## src/rtl/ram_stream_reader_if.sv

```systemverilog
// Stream side of ram_stream_reader: data, lane index and last flag with a valid/ready handshake.
interface ram_stream_reader_if #(
  parameter int DATA_WIDTH = 32,
  parameter int SEL_WIDTH  = 4
);
  logic [DATA_WIDTH-1:0] o_data;
  logic                  o_valid;
  logic                  i_ready;
  logic                  o_last;
  logic [SEL_WIDTH-1:0]  o_sel;

  modport master (output o_data, output o_valid, output o_last, output o_sel, input i_ready);
  modport slave  (input o_data, input o_valid, input o_last, input o_sel, output i_ready);
endinterface

```

## src/rtl/ram_stream_reader.sv

```systemverilog
// Issues consecutive reads to a 1-cycle-latency RAM and streams the words out through a
// 2-entry skid FIFO, so downstream backpressure never drops or repeats a word.
module ram_stream_reader #(
  parameter int DATA_WIDTH = 32,
  parameter int ADDR_WIDTH = 4,
  parameter int SEL_WIDTH  = 4
) (
  input  logic                  clk,
  input  logic                  i_rst_n,
  input  logic                  i_start,
  input  logic [ADDR_WIDTH-1:0] i_base_addr,
  input  logic [ADDR_WIDTH:0]   i_len,
  output logic                  o_busy,
  output logic                  o_done,
  output logic [ADDR_WIDTH-1:0] o_ram_addr,
  output logic                  o_ram_re,
  input  logic [DATA_WIDTH-1:0] i_ram_data,
  ram_stream_reader_if.master   strm
);

  localparam logic [1:0] IDLE  = 2'd0;
  localparam logic [1:0] RUN   = 2'd1;
  localparam logic [1:0] DRAIN = 2'd2;

  localparam logic [ADDR_WIDTH:0]  LEN_ONE = 1;
  localparam logic [SEL_WIDTH-1:0] SEL_ONE = 1;

  logic [1:0]            state_q, state_d;
  logic [ADDR_WIDTH-1:0] base_q, base_d;
  logic [ADDR_WIDTH-1:0] addr_q;
  logic [ADDR_WIDTH:0]   len_q, len_d;
  logic [ADDR_WIDTH:0]   issueCnt_q, issueCnt_d;
  logic [ADDR_WIDTH:0]   emitCnt_q, emitCnt_d;
  logic [SEL_WIDTH-1:0]  sel_q, sel_d;
  logic                  done_q, done_d;
  logic                  inflight_q;

  logic [DATA_WIDTH-1:0] fifo_q [2];
  logic                  wrPtr_q, rdPtr_q;
  logic [1:0]            cnt_q;

  logic       valid, push, pop, issue, lastEmit;
  logic [2:0] occupancy;

  assign valid     = (cnt_q != 2'd0);
  assign push      = inflight_q;
  assign pop       = valid & strm.i_ready;
  assign lastEmit  = (emitCnt_q == (len_q - LEN_ONE));
  // Count the word already in flight so the FIFO can never be asked to hold a third entry.
  assign occupancy = {1'b0, cnt_q} + {2'b00, inflight_q};
  assign issue     = (state_q == RUN) && (issueCnt_q < len_q) &&
                     (occupancy < (3'd2 + {2'b00, pop}));

  assign o_ram_re   = issue;
  assign o_ram_addr = issue ? (base_q + issueCnt_q[ADDR_WIDTH-1:0]) : addr_q;
  assign o_busy     = (state_q != IDLE);
  assign o_done     = done_q;

  assign strm.o_valid = valid;
  assign strm.o_data  = fifo_q[rdPtr_q];
  assign strm.o_last  = valid & lastEmit;
  assign strm.o_sel   = sel_q;

  always_comb begin
    state_d    = state_q;
    base_d     = base_q;
    len_d      = len_q;
    issueCnt_d = issueCnt_q;
    emitCnt_d  = emitCnt_q;
    sel_d      = sel_q;
    done_d     = 1'b0;

    if (pop) begin
      emitCnt_d = emitCnt_q + LEN_ONE;
      sel_d     = sel_q + SEL_ONE;
    end

    case (state_q)
      IDLE: begin
        if (i_start) begin
          if (i_len != '0) begin
            base_d     = i_base_addr;
            len_d      = i_len;
            issueCnt_d = '0;
            emitCnt_d  = '0;
            sel_d      = '0;
            state_d    = RUN;
          end else begin
            done_d = 1'b1;
          end
        end
      end
      RUN: begin
        if (issue) begin
          issueCnt_d = issueCnt_q + LEN_ONE;
          if (issueCnt_q == (len_q - LEN_ONE)) state_d = DRAIN;
        end
      end
      DRAIN: begin
        if (pop && lastEmit) begin
          state_d = IDLE;
          done_d  = 1'b1;
        end
      end
      default: state_d = IDLE;
    endcase
  end

  always_ff @(posedge clk or negedge i_rst_n) begin
    if (!i_rst_n) begin
      state_q    <= IDLE;
      base_q     <= '0;
      len_q      <= '0;
      issueCnt_q <= '0;
      emitCnt_q  <= '0;
      sel_q      <= '0;
      done_q     <= 1'b0;
      addr_q     <= '0;
      inflight_q <= 1'b0;
    end else begin
      state_q    <= state_d;
      base_q     <= base_d;
      len_q      <= len_d;
      issueCnt_q <= issueCnt_d;
      emitCnt_q  <= emitCnt_d;
      sel_q      <= sel_d;
      done_q     <= done_d;
      inflight_q <= issue;
      if (issue) addr_q <= o_ram_addr;
    end
  end

  // The RAM returns data one cycle after the read, so capture is keyed off the in-flight flag.
  always_ff @(posedge clk or negedge i_rst_n) begin
    if (!i_rst_n) begin
      fifo_q[0] <= '0;
      fifo_q[1] <= '0;
      wrPtr_q   <= 1'b0;
      rdPtr_q   <= 1'b0;
      cnt_q     <= 2'd0;
    end else begin
      if (push) begin
        fifo_q[wrPtr_q] <= i_ram_data;
        wrPtr_q         <= ~wrPtr_q;
      end
      if (pop) rdPtr_q <= ~rdPtr_q;
      case ({push, pop})
        2'b10:   cnt_q <= cnt_q + 2'd1;
        2'b01:   cnt_q <= cnt_q - 2'd1;
        default: cnt_q <= cnt_q;
      endcase
    end
  end

endmodule

```

## src/flat_wrapper.sv

```systemverilog
// flat-port wrapper written by rule: the top's interface ports become plain ports
module ram_stream_reader_flat 
#(
  parameter int DATA_WIDTH = 32,
  parameter int ADDR_WIDTH = 4,
  parameter int SEL_WIDTH  = 4
)
  (clk, i_rst_n, i_start, i_base_addr, i_len, o_busy, o_done, o_ram_addr, o_ram_re, i_ram_data, strm_o_data, strm_o_valid, strm_o_last, strm_o_sel, strm_i_ready);
  ram_stream_reader_if #(.DATA_WIDTH(DATA_WIDTH), .SEL_WIDTH(SEL_WIDTH)) strm_i ();
  input  logic clk;
  input  logic i_rst_n;
  input  logic i_start;
  input  logic [ADDR_WIDTH-1:0] i_base_addr;
  input  logic [ADDR_WIDTH:0] i_len;
  output logic o_busy;
  output logic o_done;
  output logic [ADDR_WIDTH-1:0] o_ram_addr;
  output logic o_ram_re;
  input  logic [DATA_WIDTH-1:0] i_ram_data;
  output wire logic [$bits(strm_i.o_data)-1:0] strm_o_data;
  output wire logic [$bits(strm_i.o_valid)-1:0] strm_o_valid;
  output wire logic [$bits(strm_i.o_last)-1:0] strm_o_last;
  output wire logic [$bits(strm_i.o_sel)-1:0] strm_o_sel;
  input wire logic [$bits(strm_i.i_ready)-1:0] strm_i_ready;
  assign strm_o_data = strm_i.o_data;
  assign strm_o_valid = strm_i.o_valid;
  assign strm_o_last = strm_i.o_last;
  assign strm_o_sel = strm_i.o_sel;
  assign strm_i.i_ready = strm_i_ready;
  ram_stream_reader #(.DATA_WIDTH(DATA_WIDTH), .ADDR_WIDTH(ADDR_WIDTH), .SEL_WIDTH(SEL_WIDTH)) u_core (.clk(clk), .i_rst_n(i_rst_n), .i_start(i_start), .i_base_addr(i_base_addr), .i_len(i_len), .o_busy(o_busy), .o_done(o_done), .o_ram_addr(o_ram_addr), .o_ram_re(o_ram_re), .i_ram_data(i_ram_data), .strm(strm_i));
endmodule
```

## config.mk

```make
export PLATFORM = sky130hd
export DESIGN_NAME = ram_stream_reader_flat
export DESIGN_NICKNAME = d
export VERILOG_FILES = /design/src/rtl/ram_stream_reader_if.sv /design/src/rtl/ram_stream_reader.sv /design/src/flat_wrapper.sv
export SDC_FILE = /design/constraint.sdc
export NUM_CORES = 1
export LEC_CHECK = 0
export ABC_AREA = 1
export CAP_MARGIN = 40
export CORE_MARGIN = 5
export CORE_UTILIZATION = 50
export DETAILED_ROUTE_END_ITERATION = 16
export GPL_TIMING_DRIVEN = 0
export HOLD_SLACK_MARGIN = 0.1
export PLACE_DENSITY_LB_ADDON = 0.08
export SLEW_MARGIN = 30
export SYNTH_ARGS = -nofsm -noshare
export SYNTH_HDL_FRONTEND = slang
export SYNTH_SLANG_ARGS = --single-unit
```

## constraint.sdc

```tcl
create_clock -name clk -period 4.6 [get_ports clk]
set_clock_uncertainty 0.2 [all_clocks]
set_input_delay 0.92 -clock clk [delete_from_list [all_inputs] [get_ports clk]]
set_output_delay 0.92 -clock clk [all_outputs]
set_load 0.01 [all_outputs]
```

==> implementation parameters <==
Parameter                              Value

Floorplan
  Die Footprint    11900 µm²
  Core Footprint    9640 µm²
  Cell row count    36
  Die extent in x    109 µm
  Initial cell density of the core    50.8%
  I/O Pins    90
  Vertical extent of the die    109 µm

STA
  Finish-stage setup viols    0
  Transition time at the pin with the least slew margin    510 ps
  Part of the cycle the worst path needs    90.0%
  Post-route worst setup slack    461 ps
  Number of hold violations in the final report    0
  Setup repair after global routing missed its margin    no
  Max-slew headroom at the worst pin    66.0%
  Crit path time final    4140 ps
  Final number of max-transition violations    0
  Final total negative setup slack    0 ps
  Highest clock rate    242 MHz
  Minimum hold slack    216 ps

Global routing
  First-pass GRT wire length    19300 µm
  Global Route Usage Sum    20.4%
  Maximum number of pins on one net before global-route repair    72
  Number of global-route vias before repair    4233
  Number of antenna violations at the first check in global routing    0
  Congestion Overflow GR    0

Run
  MaxCap Viol Count    0

Critical path
  Worst-path cell with the longest stage delay    sky130_fd_sc_hd__clkdlybuf4s50_1
  CP Capture Type    primary output
  Delay-heaviest family, CP    buffers and inverters
  Critical path required time    3480 ps
  Worst setup path class    input pin to primary output
  Launching element type of the critical path    input pin
  Crit-path cells    clkdlybuf4s50_1 > inv_1 > nor2_4 > nand2_1 > nand2_1 > nand2_2 > nor3_4 > buf_6 > nor2_1 > a21oi_1 > clkdlybuf4s50_1
  Number of buffer and inverter instances along the worst setup path    4
  Critical path's largest stage delay    570 ps
  Crit path DAT    3020 ps
  Biggest fanout along the worst timing path    11

Detailed routing
  Total Wirelength    11300 µm
  Wire length per cell after detailed routing    13.2 µm
  DRC violations left    0
  Vias per inst    4.98
  Detailed-routing iteration count for the pre-antenna-repair pass    5
  Total via count after detailed routing    4261
  Violation count after the first detailed-route iteration    215
  DRT antenna net count    0

Yosys
  Synthesized area divided by synthesized cell count    7.92 µm²
  Post-synthesis sequential area ratio    50.6%
  Mapped Area    4890 µm²
  Area contributors post-synth    sky130_fd_sc_hd__dfrtp_1 (51%), sky130_fd_sc_hd__nand2_1 (18%), sky130_fd_sc_hd__o21ai_0 (7.9%)
  Cell taking the most area after synthesis    sky130_fd_sc_hd__dfrtp_1
  Mapped Nets    679
  Count of unique library cells instantiated by Yosys    30
  Synthesized instance count    618
  Number of synthesized register bits    99
  Warnings from Yosys    0
  Post-synth top area share    50.6%

Placed design
  Worst slack at placement    472 ps
  Area after DPL    5980 µm²
  Post-DP HPWL    8390 µm
  Final GP Congestion    0.855
  Buffers added on ports    89
  Placed Cells incl. Taps    841

CTS
  Library cell used as clock root buffer    sky130_fd_sc_hd__clkbuf_8
  Hold-fix buffers, CTS    0
  Number of buffers inserted by post-CTS setup repair    0
  Clock-pin slew on the worst setup and hold paths    90 ps
  Post-cts sizing count    0
  Insertion delay to the later sink of the worst-skew pair    360 ps
  Maximum clock insertion buffer count    2
  CTS Buf Count    9
  CTS tree    done
  CTS H-tree depth    3
  Sink count of the clock tree    99

Power and ir drop
  Cell leakage power    3.10 nW
  Psw    1.76 mW
  Post-route total power    4.33 mW
  Switching portion of total power    40.6%
  Part of the power in combinational logic    51.7%
  Clock network power share    12.8%
  Internal power    2.57 mW
  Part of the total power dissipated in sequential elements    35.5%
  Max VDD drop    0.000341 V
  Pwr/cell area    702 nW/µm²

Layout
  Antenna cells    0
  Relative area change from synthesis to final layout    26.0%
  FILL cells    894
  Net count reported at finish    780
  Util after Layout    64.0%
  Number of standard cells in the final layout excluding fillers    855
  Summed area of non-filler cells in the final layout    6170 µm²
  Fraction of layout cells with a size suffix above 1    4.85%

Worst hold path
  Hold Path Class    input pin to async pin

Run status
  Status    complete, no violations
-- cell families (layout without fill, tap and decap cells) --
kind of cell | Yosys count | in the layout | synth area share [%]
simple gates | 297 | 297 | 25.1
flops | 99 | 99 | 50.6
compound gates | 98 | 98 | 10.2
buf+inv | 96 | 200 | 7.62
fa+ha+maj | 16 | 16 | 4.24
xor+xnor | 10 | 10 | 1.79
mux | 2 | 2 | 0.460
-- state kept, by name (all words and copies together) (netlist names) --
register and count:
u_core.issueCnt_q 5, u_core.o_done 1, u_core.inflight_q 1, u_core.state_q 2
u_core.wrPtr_q 1, u_core.addr_q 4, u_core.emitCnt_q 5, u_core.len_q 5
u_core.cnt_q 2, u_core.rdPtr_q 1, u_core.base_q 4, u_core.strm.o_sel 4
u_core.fifo_q 64
-- worst reg2reg max path, cell delays in order, from the launching register on --
cell and delay [ps]:
sky130_fd_sc_hd__dfrtp_1 440, sky130_fd_sc_hd__inv_1 120, sky130_fd_sc_hd__ha_1 280, sky130_fd_sc_hd__nand2_1 80
sky130_fd_sc_hd__inv_1 50, sky130_fd_sc_hd__nand2_1 60, sky130_fd_sc_hd__nand3_1 150, sky130_fd_sc_hd__nor3_4 270
sky130_fd_sc_hd__mux2_2 360
-- cell usage after synthesis (all sizes together) --
library cell	instances
a211oi	2
a21oi	14
buf	5
clkbuf	19
dfrtp	99
fa	1
ha	15
inv	72
mux2	2
nand2	233
nand3	19
nand3b	2
nand4	4
nor2	31
nor3	6
nor4	1
o21ai	81
o22ai	1
or2	1
xnor2	4
xor2	6
-- cell type report --
type,instances,area [µm²],area share (%)
flip-flops and latches,99,2480,40.2
clock inverters,4,51.3,0.831
plain buffers,24,103,1.66
inverters,72,270,4.38
clock buffers,10,138,2.23
repair buffers,90,920,14.9
multi-input cells,423,2040,33.1
well taps,133,166,2.70
-- per-layer routing --
| metal | part of all wire, % | global-route usage, % |
|---|---|---|
| met5 | 0 | 0 |
| met4 | 1.1 | 5.86 |
| met3 | 4.7 | 3.14 |
| met2 | 47 | 33.3 |
| met1 | 47 | 28.3 |
-- power by group through the flow --
stage	Clock (mW)	Combinational (mW)	Sequential, mW
2_1_floorplan	0	1.34	1.50
3_5_place_dp	0	2.26	1.55
4_1_cts	0.566	2.27	1.53
6_report	0.555	2.24	1.54
3_3_place_gp	0	2.20	1.53
5_1_grt	0.598	2.53	1.59
-- cells in the final DEF, fill, tap and decap left out, types with 3 or more instances in the layout --
master / synthesis / routed
sky130_fd_sc_hd__a21oi_1: 14 / 14
sky130_fd_sc_hd__buf_2: 4 / 4
sky130_fd_sc_hd__clkbuf_1: 19 / 19
sky130_fd_sc_hd__clkbuf_8: 0 / 10
sky130_fd_sc_hd__clkdlybuf4s50_1: 0 / 88
sky130_fd_sc_hd__dfrtp_1: 99 / 99
sky130_fd_sc_hd__ha_1: 15 / 15
sky130_fd_sc_hd__inv_1: 70 / 70
sky130_fd_sc_hd__nand2_1: 231 / 231
sky130_fd_sc_hd__nand3_1: 18 / 18
sky130_fd_sc_hd__nand4_1: 4 / 4
sky130_fd_sc_hd__nor2_1: 28 / 28
sky130_fd_sc_hd__nor3_1: 4 / 4
sky130_fd_sc_hd__o21ai_0: 77 / 77
sky130_fd_sc_hd__o21ai_1: 3 / 3
sky130_fd_sc_hd__xnor2_1: 4 / 4
sky130_fd_sc_hd__xor2_1: 6 / 6
-- path summary, 6_finish.rpt --
check / depth (start not counted) / slack (ps) / endpoint / start
setup / recovery: 11 / 460 / o_ram_addr[1] / strm_i_ready
hold / removal: 1 / 220 / u_core.fifo_q[38] / i_rst_n
setup reg to reg: 8 / 2480 / u_core.addr_q[0] / u_core.len_q[3]
hold reg to reg: 2 / 290 / u_core.fifo_q[28] / u_core.fifo_q[28]
max in group asynchronous: 2 / 3350 / u_core.fifo_q[57] / i_rst_n
min in group clk: 2 / 290 / u_core.fifo_q[28] / u_core.fifo_q[28]
(Power assumes the default switching activity.)
